--- src/rtl/seg7_pkg.sv ---
// Shared constants and types for the multiplexed 7-segment display path.
// Segment encodings are active-low, bit 6 = segment a.
package seg7_pkg;

    localparam logic [6:0] SEG_BLANK = 7'b1111111;

    localparam logic [6:0] SEG_TABLE [16] = '{
        7'b0000001, 7'b1001111, 7'b0010010, 7'b0000110,
        7'b1001100, 7'b0100100, 7'b0100000, 7'b0001111,
        7'b0000000, 7'b0000100, 7'b0001000, 7'b1100000,
        7'b0110001, 7'b1000010, 7'b0110000, 7'b0111000
    };

    typedef enum logic {
        BLANK,
        DRIVE
    } scan_state_t;

endpackage

--- src/rtl/hex_to_seg7.sv ---
// Combinational hex digit to active-low abcdefg segment decoder.
module hex_to_seg7
    import seg7_pkg::*;
(
    input  logic [3:0] i_hex,
    output logic [6:0] o_seg
);

    assign o_seg = SEG_TABLE[i_hex];

endmodule

--- src/rtl/seg7_scan_ctrl.sv ---
// Time-multiplexed scan of NUM_DIGITS common-anode digits over one segment bus,
// with a blanking guard at the start of every slot and a frame-complete strobe.
module seg7_scan_ctrl
    import seg7_pkg::*;
#(
    parameter int NUM_DIGITS   = 4,
    parameter int REFRESH_DIV  = 10,
    parameter int BLANK_CYCLES = 1
) (
    input  logic                    clk,
    input  logic                    rst,
    input  logic [4*NUM_DIGITS-1:0] digits,
    input  logic [NUM_DIGITS-1:0]   digit_en,
    output logic [NUM_DIGITS-1:0]   an,
    output logic [6:0]              seg7,
    output logic                    frame_done
);

    localparam int TW = (REFRESH_DIV > 1) ? $clog2(REFRESH_DIV) : 1;
    localparam int SW = (NUM_DIGITS > 1) ? $clog2(NUM_DIGITS) : 1;

    localparam logic [TW-1:0]   TICK_LAST        = TW'(REFRESH_DIV - 1);
    localparam logic [TW-1:0]   TICK_FIRST_DRIVE = TW'(BLANK_CYCLES);
    localparam logic [SW-1:0]   SLOT_LAST        = SW'(NUM_DIGITS - 1);
    localparam scan_state_t     STATE_START      = (BLANK_CYCLES == 0) ? DRIVE : BLANK;

    scan_state_t            r_state;
    logic [TW-1:0]          r_tick;
    logic [SW-1:0]          r_slot;
    logic [3:0]             r_val;
    logic                   r_en;
    logic [NUM_DIGITS-1:0]  r_an;
    logic [6:0]             r_seg;
    logic                   r_frame_done;

    scan_state_t            w_state_nxt;
    logic [TW-1:0]          w_tick_nxt;
    logic [SW-1:0]          w_slot_nxt;
    logic                   w_latch;
    logic [3:0]             w_val_nxt;
    logic                   w_en_nxt;
    logic [6:0]             w_dec;
    logic [NUM_DIGITS-1:0]  w_an_nxt;
    logic [6:0]             w_seg_nxt;
    logic                   w_fd_nxt;

    hex_to_seg7 u_dec (
        .i_hex (w_val_nxt),
        .o_seg (w_dec)
    );

    // Counters hold the position of the cycle about to be presented, so the
    // output registers load that cycle's values on the same edge.
    always_comb begin
        w_state_nxt = r_state;
        w_slot_nxt  = r_slot;
        w_tick_nxt  = r_tick + TW'(1);
        if (r_tick == TICK_LAST) begin
            w_tick_nxt  = '0;
            w_slot_nxt  = (r_slot == SLOT_LAST) ? '0 : r_slot + SW'(1);
            w_state_nxt = STATE_START;
        end else if (w_tick_nxt == TICK_FIRST_DRIVE) begin
            w_state_nxt = DRIVE;
        end

        w_latch   = (r_state == DRIVE) && (r_tick == TICK_FIRST_DRIVE);
        w_val_nxt = w_latch ? digits[{r_slot, 2'b00} +: 4] : r_val;
        w_en_nxt  = w_latch ? digit_en[r_slot] : r_en;

        w_an_nxt  = '1;
        w_seg_nxt = SEG_BLANK;
        if ((r_state == DRIVE) && w_en_nxt) begin
            w_an_nxt  = ~(NUM_DIGITS'(1) << r_slot);
            w_seg_nxt = w_dec;
        end

        w_fd_nxt = (r_slot == SLOT_LAST) && (r_tick == TICK_LAST);
    end

    always_ff @(posedge clk or posedge rst) begin
        if (rst) begin
            r_state      <= STATE_START;
            r_tick       <= '0;
            r_slot       <= '0;
            r_val        <= '0;
            r_en         <= 1'b0;
            r_an         <= '1;
            r_seg        <= SEG_BLANK;
            r_frame_done <= 1'b0;
        end else begin
            r_state      <= w_state_nxt;
            r_tick       <= w_tick_nxt;
            r_slot       <= w_slot_nxt;
            r_val        <= w_val_nxt;
            r_en         <= w_en_nxt;
            r_an         <= w_an_nxt;
            r_seg        <= w_seg_nxt;
            r_frame_done <= w_fd_nxt;
        end
    end

    assign an         = r_an;
    assign seg7       = r_seg;
    assign frame_done = r_frame_done;

endmodule

--- config.mk ---
export PLATFORM = sky130hd
export DESIGN_NAME = seg7_scan_ctrl
export DESIGN_NICKNAME = d
export VERILOG_FILES = /design/src/rtl/seg7_pkg.sv /design/src/rtl/hex_to_seg7.sv /design/src/rtl/seg7_scan_ctrl.sv
export SDC_FILE = /design/constraint.sdc
export NUM_CORES = 1
export LEC_CHECK = 0
export ABC_AREA = 1
export ABC_CLOCK_PERIOD_IN_PS = 1670
export BUFFER_PORTS_ARGS = -buffer_cell sky130_fd_sc_hd__buf_2
export CAP_MARGIN = 20
export CORE_ASPECT_RATIO = 1.25
export CORE_MARGIN = 5
export CORE_UTILIZATION = 45
export DETAILED_ROUTE_END_ITERATION = 10
export GPL_TIMING_DRIVEN = 0
export PLACE_DENSITY = 0.81
export SLEW_MARGIN = 5
export SYNTH_ARGS = -nofsm -noshare
export SYNTH_HDL_FRONTEND = slang
export SYNTH_SLANG_ARGS = --single-unit
--- constraint.sdc ---
create_clock -name clk -period 1.67 [get_ports clk]
set_input_delay 0 -clock clk [delete_from_list [all_inputs] [get_ports clk]]
set_output_delay 0 -clock clk [all_outputs]
set_load 0.005 [all_outputs]
# Yosys cells after proc, flatten, opt, wreduce, memory -nomap -nowiden

Memories as Yosys holds them, arrays and structs flattened.
Cells that the tools add are included.

Logic and storage cells: 37
Bits in writable memories: 0
Memories: 1
Output and inout port bits: 12
Register bits after elaboration: 24
Latch bits: 0
ROM bits: 112

Memories:

| memory           | depth | bits a word | read ports | clocked after Yosys merged registers in | wr ports | line             | RTL |
|---|---|---|---|---|---|---|---|
| (name not given) | 16    | 7           | 1          | 0                                       | 0        | hex_to_seg7.sv:9 | `assign o_seg = SEG_TABLE[i_hex];` |

Mux-type cells: 12
Multipliers: 0
Magnitude comparators: 2
Bitwise gates (word level): 2
Equal/unequal tests: 4
Reduce and logical (&&, ||, !) cells: 4
Shift operators: 2
Div/mod/pow operators: 0
Add/sub/neg operators: 2

Operators by type and width:

| cell                                                | count |
|---|---|
| two-way mux 7 bit                                   | 3 |
| indexed part select 16 x 5 -> 4 bit                 | 1 |
| two-way mux 4 bit                                   | 3 |
| equality test 4 x 1 -> 1 bit, second input constant | 2 |
| >= comparator 5 bit, second input constant          | 1 |
| inverter 4 -> 5 bit                                 | 1 |
| adder 4 x 1 -> 4 bit, second input constant         | 1 |
| equality test 4 bit, second input constant          | 1 |
| two-way mux 1 bit                                   | 4 |
| inverter 4 bit                                      | 1 |
| << shifter 1 x 2 -> 4 bit, first input constant     | 1 |
| logical AND 1 bit                                   | 3 |
| < comparator 2 x 3 -> 1 bit, second input constant  | 1 |
| adder 2 x 1 -> 2 bit, second input constant         | 1 |
| binary-select mux 1 bit (select 2 bit)              | 1 |
| equality test 2 bit, second input constant          | 1 |
| two-way mux 2 bit                                   | 1 |
| nonzero test 2 bit                                  | 1 |

# Logic depth before layout (Yosys ltp)

Word-level depth: 8
Gate-level depth with buffers: 12
Gate-level depth less buffers: 11

# Cells and area by module

From an unflattened synthesis, not the netlist that was laid out.

Cells, all modules: 180
Area, all modules: 1,447.6 µm²

By module, submodules not included:

| module         | cells each | instances | area each (µm²) | seq. area each (µm²) |
|---|---|---|---|---|
| seg7_scan_ctrl | 131        | 1         | 1,169.9         | 614.3 |
| hex_to_seg7    | 49         | 1         | 277.8           | 0.0 |

# Worst setup path after synthesis

No wires, ideal clock.

Path kind: flip-flop to flip-flop
From: register r_tick[1]
To: register r_seg[0] (netlist: seg7[0])
Arrival: 1.573 ns
Period minus slack after synthesis: 1.656 ns
Setup time: 0.083 ns
Stages on the path, launching flop included: 12
Slack: 0.014 ns
Cell sequence: dfrtp_1 > nor2_4 > nand2_1 > nor2_4 > nand3_1 > nand2_1 > inv_1 > ha_1 > nand3_1 > nand2_1 > nand2_1 > nand3_1

Longest elaborated chain between the ends: 8
Elaborated cells between the ends (all ways): 10
Those cells by class: 1 x eq/ne; 5 x mux; 1 x bitwise; 2 x reduce/logical; 1 x memory

RTL lines:

| item                                                 | line                 | RTL |
|---|---|---|
| start, declared                                      | seg7_scan_ctrl.sv:28 | `logic [TW-1:0] r_tick;` |
| start signal, assigned                               | seg7_scan_ctrl.sv:92 | `r_tick <= w_tick_nxt;` |
| equality test 4 x 1 -> 1 bit                         | seg7_scan_ctrl.sv:66 | `w_latch = (r_state == DRIVE) && (r_tick == TICK_FIRST_DRIVE);` |
| logical AND 1 bit                                    | seg7_scan_ctrl.sv:66 |  |
| two-way mux 4 bit                                    | seg7_scan_ctrl.sv:67 | `w_val_nxt = w_latch ? digits[{r_slot, 2'b00} +: 4] : r_val;` |
| net u_dec.i_hex[1]                                   | hex_to_seg7.sv:5     | `input logic [3:0] i_hex,` |
| inverter 4 -> 5 bit (implied by the code)            | hex_to_seg7.sv:9     |  |
| memory (16 x 7 bit)                                  | --                   |  |
| two-way mux 7 bit (implied by the code) (2 in a row) | hex_to_seg7.sv:9     |  |
| two-way mux 7 bit                                    | seg7_scan_ctrl.sv:72 | `if ((r_state == DRIVE) && w_en_nxt) begin` |
| net w_seg_nxt[0]                                     | seg7_scan_ctrl.sv:44 | `logic [6:0] w_seg_nxt;` |
| end signal, assigned                                 | seg7_scan_ctrl.sv:97 | `r_seg <= w_seg_nxt;` |
| end, declared                                        | seg7_scan_ctrl.sv:33 | `logic [6:0] r_seg;` |

The timed path passes the listed nets, and every way through them passes these cells. The select of a mux whose other input is x is not followed.
A chain may end at the register's enable or synchronous reset.

# Worst setup path after layout

From: register r_tick[1]
To: register r_seg[1] (netlist: seg7[1])

The elaborated chain is that of the path after synthesis.

==> impl_metrics.tcl <==
set metrics [dict create \
    seq_area_um2 618 \
    path_clk_slew_ns 0.08 \
    num_rows 23 \
    die_area_um2 4500 \
    ios 34 \
    worstSetupStartpointType "register" \
    routed_wl_um 3160 \
    place_ws_ns -0.200 \
    path_class "reg -> reg" \
    cp_max_fo 5 \
    worstHoldStart "digit_en[1]" \
    die_w_um 61.0 \
    finClkSkew_ns 0.00198 \
    fmax_mhz 609 \
    p_per_area_nw_per_um2 584 \
    drc 0 \
    crit_buf_inv 1 \
    vias 1315 \
    cts_buffers 3 \
    arrival_ns 1.83 \
    syn_inst 186 \
    hold_class "in -> reg" \
    critPathTopFamily "simple AND/OR/NAND/NOR gates" \
    drive_gt1_share_pct 39.6 \
    setup_viol 0 \
    antenna_cells 0 \
    utilization_pct 61.4 \
    rr_worst_depth 10 \
    fp.dieH_um 73.8 \
    multi_input_area_um2 813 \
    cts_tree "done" \
    synth_seq_cells 24 \
    r2r-end "seg7[1]$_DFF_PP1_" \
    wire_per_inst_um 11.6 \
    ant_nets 0 \
    cp_slowest_stage_delay_ns 0.41 \
    dp_hpwl_um 2240 \
    synth.net_count 218 \
    drtIter0Drc 53 \
    core-area_um2 3170 \
    finalCritPeriodShare_pct 98.4 \
    status "finished clean" \
    grt_pass1_vias 1272 \
    synth-seq-area-share_pct 42.0 \
    drtPass1Iterations 5 \
    antenna_found_initial 0 \
    holdPathEnd "r_en$_DFF_PP0_" \
    slowest_stage "dfrtp_1" \
    gr-total-overflow 0 \
    hold_slack_ns 0.176 \
    ys_warn_count 0 \
    r2r_start "r_tick[1]$_DFF_PP0_" \
    final_net_count 268 \
    gp_congestion 0.855 \
    synth.avg_cell_area_um2 7.87 \
    grt_util_all_layers_pct 14.8 \
    clkSinkCount 24 \
    start_util_pct 46.2 \
    required_ns 1.86 \
    worstPathCellList "nor2_4, buf_6, nand4_4, nand2_1, nand2_4, ha_4, nand3_2, nor2_1, nor2_1, nand2_1" \
    fin_setup_tns_ns 0 \
    avgViaCountPerCell 4.83 \
    worstMarginPinSlew_ns 0.866 \
    cp-end-kind "register" \
    maxCapViolCount 0 \
    grt_max_degree 25 \
    fillers 289 \
    grt_pass1_wl_um 5200 \
    maxSlewHeadroom_pct 42.2 \
    ctsHtreeMaxLevel 1 \
    syn_area_um2 1460 \
    fin_ws_ns 0.0273 \
    io_buffers 33 \
    hold_viol 0 \
    syn_to_final_growth_pct 32.7 \
    finalCriticalPeriod_ns 1.64 \
    cts_buffer_depth 2 \
    slew_violations 0 \
    worstHoldPathCells 5 \
    p_leak_nw 1.02 \
    ys_types 24 \
    grt_setup_unrepaired "true" \
    r2r_slack_ns 0.03 \
    root_buffer "clkbuf_8" \
    ir_drop_mv 0.403 \
    worstSkewPairLatency_ns 0.26 \
]
per-layer routing:
metal	vias to the layer above	GRT usage [%]	share of wire, %
met5	-	0	0
met4	0	6.02	1.2
met3	8	1.41	7.9
met2	60	25.9	48
met1	577	18.2	42
li1	670	-	-
sequential cells by signal, indices dropped and copies added (netlist names):
register,flops
frame_done,1
r_slot,2
r_en,1
r_val,4
r_state,1
an,4
r_tick,4
seg7,7
worst reg2reg max path: stages (launching register included):
cell,delay (ns)
dfrtp_1,0.41
nor2_4,0.15
buf_6,0.12
nand4_4,0.13
nand2_1,0.14
nand2_4,0.09
ha_4,0.19
nand3_2,0.06
nor2_1,0.05
nor2_1,0.15
nand2_1,0.08
cell families after synthesis:
kind of cell / after synthesis / synth area share [%]
AND/OR/NAND/NOR: 106 / 34.4
buffers and inverters: 35 / 9.57
flip-flops: 24 / 42.0
AO/OA/AOI/OAI: 10 / 4.87
adder cells (fa/ha/maj): 10 / 8.55
XOR/XNOR: 1 / 0.598
placed cells by master, fill, tap and decap left out, drive strengths merged:
cell type,n
dlygate4sd3,1
dfrtp,13
ha,10
nand2,57
buf,46
dfstp,11
nand4,1
nor2,14
nor3,1
or2,1
inv,33
nand3,32
xor2,1
clkbuf,4
o21ai,8
a21oi,1
o21a,1
worst max path at each step:
stage / slack (ns) / cells after the start / endpoint / start
after floorplan: 0.01 / 11 / seg7[0]$_DFF_PP1_ / r_tick[1]$_DFF_PP0_
after global placement: -0.18 / 11 / seg7[0]$_DFF_PP1_ / r_tick[1]$_DFF_PP0_
after detailed placement: -0.20 / 11 / seg7[3]$_DFF_PP1_ / r_tick[1]$_DFF_PP0_
after CTS: 0.001 / 8 / seg7[3]$_DFF_PP1_ / r_slot[1]$_DFFE_PP0P_
after global routing: -0.14 / 10 / seg7[6]$_DFF_PP1_ / r_tick[1]$_DFF_PP0_
final: 0.03 / 10 / seg7[1]$_DFF_PP1_ / r_tick[1]$_DFF_PP0_
power breakdown:
group          internal (mW)  switching [mW]  leakage, nW
combinational         0.0759          0.0998        0.725
sequential             0.612         0.00462        0.269
clock                  0.170           0.173       0.0228
total                  0.858           0.278         1.02
final cells by class:
| class | instances | share of cell area [%] |
|---|---|---|
| Multi-Input combinational cell | 127 | 41.9 |
| Sequential cell | 24 | 31.8 |
| Timing Repair Buffer | 46 | 14.0 |
| Inverter | 33 | 7.02 |
| Tap cell | 37 | 2.38 |
| Clock buffer | 4 | 2.32 |
| Buffer | 1 | 0.580 |
cell usage after synthesis (all sizes together):
cell,n,share of area [%]
o21ai,8,3.5
nand3,32,12
nand4,1,1.5
dfrtp,13,22
or2,1,0.43
clkinv,1,0.34
nand2,57,15
inv,32,8.2
a21oi,1,0.34
nor3,1,0.34
o21a,1,1.0
nor2,14,4.6
buf,2,1.0
dfstp,11,20
ha,10,8.5
xor2,1,0.60
per-stage QoR:
stage	std cells	area [µm²]	total power [mW]
finish	272	1940	1.14
global route	272	1940	1.19
CTS	267	1800	1.12
detailed placement	256	1680	0.775
global placement	256	1680	0.771
floorplan	186	1460	0.719
what timing repair did:
action / 4_1_cts / 5_1_grt
endpoints found under the hold margin: 13 / 0
setup endpoints to repair: 7 / 7
setup buffers: 7 / 5
gates resized for setup: 9 / 26
hold buffers: 1 / 0
pin swaps: 4 / 16
No activity file was read; power rests on OpenSTA's default activity.
